File: src/rtl/nibble_add_seq.sv
// nibble_add_seq: wide adder built from one 4-bit ripple-carry slice.
// The slice is reused once per clock, least-significant nibble first, and a
// registered carry links the nibbles. Operands are taken through a start
// valid/ready handshake and the result is offered through a done handshake.
//
// Optional feature: define NIBBLE_ADD_SEQ_SUB_EN to honour `op` (1 = subtract,
// computed as a + ~b + 1). Without it `op` is ignored, and the B path has no
// inverter or mux.

module nibble_add_seq #(
  parameter int unsigned NIBBLES = 4
) (
  input  logic                 clock,
  input  logic                 resetn,
  input  logic                 start_valid,
  output logic                 start_ready,
  input  logic [4*NIBBLES-1:0] a,
  input  logic [4*NIBBLES-1:0] b,
  input  logic                 c_in,
  input  logic                 op,
  output logic [4*NIBBLES-1:0] sum,
  output logic                 c_out,
  output logic                 overflow,
  output logic                 busy,
  output logic                 done_valid,
  input  logic                 done_ready
);

  localparam int unsigned W    = 4 * NIBBLES;
  localparam int unsigned IdxW = (NIBBLES > 1) ? $clog2(NIBBLES) : 1;
  localparam logic [IdxW-1:0] LastIdx = IdxW'(NIBBLES - 1);

  typedef enum logic [1:0] {
    StIdle,
    StRun,
    StDone
  } state_e;

  state_e          state_q, state_d;
  logic [W-1:0]    a_q, a_d;
  logic [W-1:0]    b_q, b_d;       // effective B, already inverted for subtract
  logic            carry_q, carry_d;
  logic [IdxW-1:0] idx_q, idx_d;
  logic [W-1:0]    sum_q, sum_d;
  logic            c_out_q, c_out_d;
  logic            overflow_q, overflow_d;

  logic [W-1:0]    b_eff;
  logic            cin_eff;
  logic [IdxW+1:0] nib_base;
  logic [3:0]      a_nib, b_nib;
  logic [3:0]      slice_sum;
  logic            slice_cout;

`ifdef NIBBLE_ADD_SEQ_SUB_EN
  // Subtract is a + ~b + 1: invert B and force the carry-in.
  assign b_eff   = op ? ~b : b;
  assign cin_eff = op ? 1'b1 : c_in;
`else
  logic unused_op;
  assign unused_op = op;
  assign b_eff     = b;
  assign cin_eff   = c_in;
`endif

  // Bit offset of the nibble currently being processed.
  assign nib_base = {idx_q, 2'b00};
  assign a_nib    = a_q[nib_base +: 4];
  assign b_nib    = b_q[nib_base +: 4];

  // Shared 4-bit ripple-carry slice: four full-adder cells.
  always_comb begin
    logic [4:0] chain;
    chain      = '0;
    slice_sum  = '0;
    chain[0]   = carry_q;
    for (int i = 0; i < 4; i++) begin
      slice_sum[i] = a_nib[i] ^ b_nib[i] ^ chain[i];
      chain[i+1]   = (a_nib[i] & b_nib[i]) | (chain[i] & (a_nib[i] ^ b_nib[i]));
    end
    slice_cout = chain[4];
  end

  // Next-state logic: accept, per-nibble accumulate, and result hand-off.
  always_comb begin
    state_d    = state_q;
    a_d        = a_q;
    b_d        = b_q;
    carry_d    = carry_q;
    idx_d      = idx_q;
    sum_d      = sum_q;
    c_out_d    = c_out_q;
    overflow_d = overflow_q;

    case (state_q)
      StIdle: begin
        if (start_valid) begin
          a_d        = a;
          b_d        = b_eff;
          carry_d    = cin_eff;
          sum_d      = '0;
          c_out_d    = 1'b0;
          overflow_d = 1'b0;
          idx_d      = '0;
          state_d    = StRun;
        end
      end
      StRun: begin
        sum_d[nib_base +: 4] = slice_sum;
        carry_d              = slice_cout;
        idx_d                = idx_q + 1'b1;
        if (idx_q == LastIdx) begin
          c_out_d    = slice_cout;
          // Uses the freshly written top nibble, so read sum_d not sum_q.
          overflow_d = (a_q[W-1] == b_q[W-1]) & (sum_d[W-1] != a_q[W-1]);
          idx_d      = '0;
          state_d    = StDone;
        end
      end
      StDone: begin
        if (done_ready) begin
          state_d = StIdle;
        end
      end
      default: begin
        state_d = StIdle;
      end
    endcase
  end

  // State and datapath registers; reset abandons any operation in flight.
  always_ff @(posedge clock or negedge resetn) begin
    if (!resetn) begin
      state_q    <= StIdle;
      a_q        <= '0;
      b_q        <= '0;
      carry_q    <= 1'b0;
      idx_q      <= '0;
      sum_q      <= '0;
      c_out_q    <= 1'b0;
      overflow_q <= 1'b0;
    end else begin
      state_q    <= state_d;
      a_q        <= a_d;
      b_q        <= b_d;
      carry_q    <= carry_d;
      idx_q      <= idx_d;
      sum_q      <= sum_d;
      c_out_q    <= c_out_d;
      overflow_q <= overflow_d;
    end
  end

  // Outputs come only from registers or state decode.
  assign start_ready = (state_q == StIdle);
  assign busy        = (state_q != StIdle);
  assign done_valid  = (state_q == StDone);
  assign sum         = sum_q;
  assign c_out       = c_out_q;
  assign overflow    = overflow_q;

endmodule

File: config.mk
export PLATFORM = sky130hd
export DESIGN_NAME = nibble_add_seq
export DESIGN_NICKNAME = d
export VERILOG_FILES = /design/src/rtl/nibble_add_seq.sv
export SDC_FILE = /design/constraint.sdc
export NUM_CORES = 1
export LEC_CHECK = 0
export BUFFER_PORTS_ARGS = -buffer_cell sky130_fd_sc_hd__buf_2
export CORE_MARGIN = 2
export CORE_UTILIZATION = 40
export CTS_CLUSTER_DIAMETER = 40
export DETAILED_ROUTE_END_ITERATION = 16
export GPL_TIMING_DRIVEN = 0
export PLACE_DENSITY = 0.72
export RECOVER_POWER = 25
export SLEW_MARGIN = 20
export SYNTH_ARGS = -nofsm -noshare
export SYNTH_HDL_FRONTEND = slang
export SYNTH_SLANG_ARGS = --single-unit
File: constraint.sdc
create_clock -name clock -period 4.5 [get_ports clock]
set_input_delay 0 -clock clock [delete_from_list [all_inputs] [get_ports clock]]
set_output_delay 0 -clock clock [all_outputs]
set_load 0.05 [all_outputs]
==> metrics.md <==
| Metric | Value |
|---|---|
| Pre-antenna DRT Iters | `4` |
| Mapped Cells | `196` |
| DR iter-0 viols | `115` |
| Max Buffers Root-to-Sink | `2` |
| Inst Count DP | `330` |
| # setup viols final | `0` |
| Post-Syn Area per Cell | `13.3 um2` |
| CP Class | `reg -> reg` |
| Gate power share | `0.566` |
| WL per Instance | `14.5 um` |
| Fillers | `561` |
| Port buffer count | `57` |
| Pwr Total | `2.59 mW` |
| Vias post-DR | `1840` |
| Commonest cells in the netlist | `55 x dfrtp_1, 31 x mux2_2, 29 x inv_1` |
| CTS tree | `built` |
| DIE AREA | `7160 um2` |
| All-Layer GR Usage | `0.163` |
| Crit Path Max Fanout | `10` |
| Switching power | `1.13 mW` |
| I/O pin count | `59` |
| Worst slew margin | `-0.914` |
| Int Power | `1.46 mW` |
| Pin count of the biggest net entering global routing | `56` |
| Storage cell area | `1380 um2` |
| Reg-to-reg critical path endpoint | `overflow` |
| Most common cell in the netlist | `dfrtp_1` |
| Failing checks | `capacitance limit, slew limit` |
| Total Routed Length | `5.39 mm` |
| Worst Skew | `0.0145 ns` |
| H-Tree Depth | `2` |
| Mapped Area | `2600 um2` |
| FFs w/ async S/R, synth | `1.00` |
| Crit path arrival time | `4.06 ns` |
| Ant diodes | `0` |
| Final worst path period need | `3.87 ns` |
| DP Wirelength | `3.87 mm` |
| Worst-Margin Slew | `2.87 ns` |
| Peak Freq | `0.259 GHz` |
| # DRC | `0` |
| Share of power burned in the clock network | `0.108` |
| Initial antenna violation count | `0` |
| Routability cong. | `0.811` |
| Die Height | `84.6 um` |
| Hold WS | `0.0966 ns` |
| RSZ-0062 raised after global routing | `no` |
| Register share of total power | `0.327` |
| Fin cells | `372` |
| Root Buffer | `clkbuf_8` |
| DR vias/cell | `4.95` |
| Peak supply drop | `0.395 mV` |
| Synthesized net count | `242` |
| Yosys cell types | `34` |
| Ys Warns | `0` |
| Vias in the first global route | `1953` |
| Std cell rows | `29` |
| Setup slack, reg-to-reg | `0.63 ns` |
| Worst Setup Start Kind | `flop` |
| Req. time, crit path | `4.69 ns` |
| Global-route wire length before repair | `9.32 mm` |
| CTS Sinks | `55` |
| Max capacitance violation total | `1` |
| Seq/Total Area, Yosys | `0.530` |
| WHS Path Cells | `4` |
| Switching Share | `0.436` |
| Worst Reg-to-Reg Cells | `12` |
| Initial Util | `0.412` |
| Clock transition at path regs | `0.10 ns` |
| Yosys top cell area share | `0.530` |
| P&R area growth vs syn | `31.2%` |
| Final core utilization | `0.540` |
| Post-synth EDFFs | `0` |
| Final hold vios | `0` |
| Area occupied by multi-input gates | `1060 um2` |
| Layout cells sized above 1 | `0.390` |
| Final worst path period share | `0.860` |
| Worst setup path end | `overflow` |
| Run status | `complete, but fails checks` |
| Final slew viol count | `56` |
| Worst-Skew Late Latency | `0.30 ns` |
| Die W | `84.6 um` |
| Layout net count | `340` |
| Area contributors post-synth | `dfrtp_1 53%, mux2_2 13%, mux4_2 6.9%` |
| Post-route ant nets | `0` |
| Top_reg_cell synth | `dfrtp_1` |
| Leakage | `1.61 nW` |
| Pwr per Cell Area | `758 nW/um2` |
| Core area | `6310 um2` |
| Total CTS buffers | `5` |
| Gr ovfl total | `0` |
| Critical Path End Type | `flop` |
| #FFs+latches synth | `55` |
| R2R Path Start | `idx_q[0]` |
| Final setup TNS | `0 ns` |
| Min-delay worst type | `in -> reg` |
| Crit. Startpoint | `idx_q[0]` |
| Post-synth top area cell | `dfrtp_1` |
[sequential cells by signal, summed over array words and instances, names as in the netlist]
name / flops
a_q: 16
b_q: 16
c_out: 1
carry_q: 1
idx_q: 2
overflow: 1
state_q: 2
sum: 16
[layer usage]
layer  GRT usage  routed length, um
met1       0.215               2330
met2       0.279               2780
met3      0.0393                263
met4      0.0289                  8
met5           0                  0
[through the flow]
step | area [um2] | setup slack [ns]
2_1_floorplan | 2600 | 1.17
3_3_place_gp | 2980 | 0.651
3_5_place_dp | 2980 | 0.640
4_1_cts | 3410 | 0.612
5_1_grt | 3410 | 0.354
6_report | 3410 | 0.632
[layout by cell type (no fill, tap or decap), types with 5 or more instances in the layout]
master	n
mux4_2	8
dfrtp_1	55
inv_1	29
dlygate4sd3_1	34
mux2_2	31
o22ai_1	13
buf_2	57
clkbuf_8	5
nand2_1	9
[area by class of cell]
class                   instances  share of cell area
plain buffers                   7              0.0147
clock buffers                   5              0.0202
clock inverters                 3             0.00660
inverters                      29              0.0319
multi-input cells             105               0.312
flip-flops and latches         55               0.404
well taps                      77              0.0282
repair buffers                 91               0.183
[what timing repair did]
| item | in CTS | in global routing |
|---|---|---|
| setup buffers | 0 | 0 |
| gates resized for setup | 0 | 0 |
| hold endpoints to repair | 88 | 0 |
| hold buffers | 34 | 0 |
[power groups by stage]
stage	Sequential, mW	Combinational (mW)	Clock (mW)
2_1_floorplan	1.00	0.953	0
3_3_place_gp	0.845	1.43	0
3_5_place_dp	0.858	1.46	0
4_1_cts	0.847	1.49	0.290
5_1_grt	0.876	1.63	0.310
6_report	0.844	1.46	0.279
[cells by family after synthesis]
| family | after synthesis | share of synthesized area |
|---|---|---|
| AOI/OAI and AO/OA | 29 | 0.0741 |
| adders and majority gates | 8 | 0.0501 |
| buffers and inverters | 36 | 0.0611 |
| DFF | 55 | 0.530 |
| muxes | 42 | 0.216 |
| and+or+nand+nor | 26 | 0.0689 |
[worst max-delay path, stage by stage, from the launching register on]
cell       delay (ns)
dfrtp_1          0.51
buf_2            0.37
mux4_2           0.56
inv_1            0.09
fa_1             0.18
inv_1            0.05
fa_1             0.35
inv_1            0.08
fa_1             0.19
fa_1             0.49
nor4b_1          0.54
mux2i_1          0.26
o2bb2ai_1        0.09
[worst min-delay path by stage]
stage,start,to,slack [ns]
floorplan,resetn,a_q[0],-0.30
global placement,done_ready,state_q[1],0.18
detailed placement,resetn,a_q[13],0.09
CTS,start_valid,idx_q[0],0.08
global route,start_valid,idx_q[0],0.10
finish,start_valid,idx_q[0],0.1
Power figures use the tool's default switching activity.
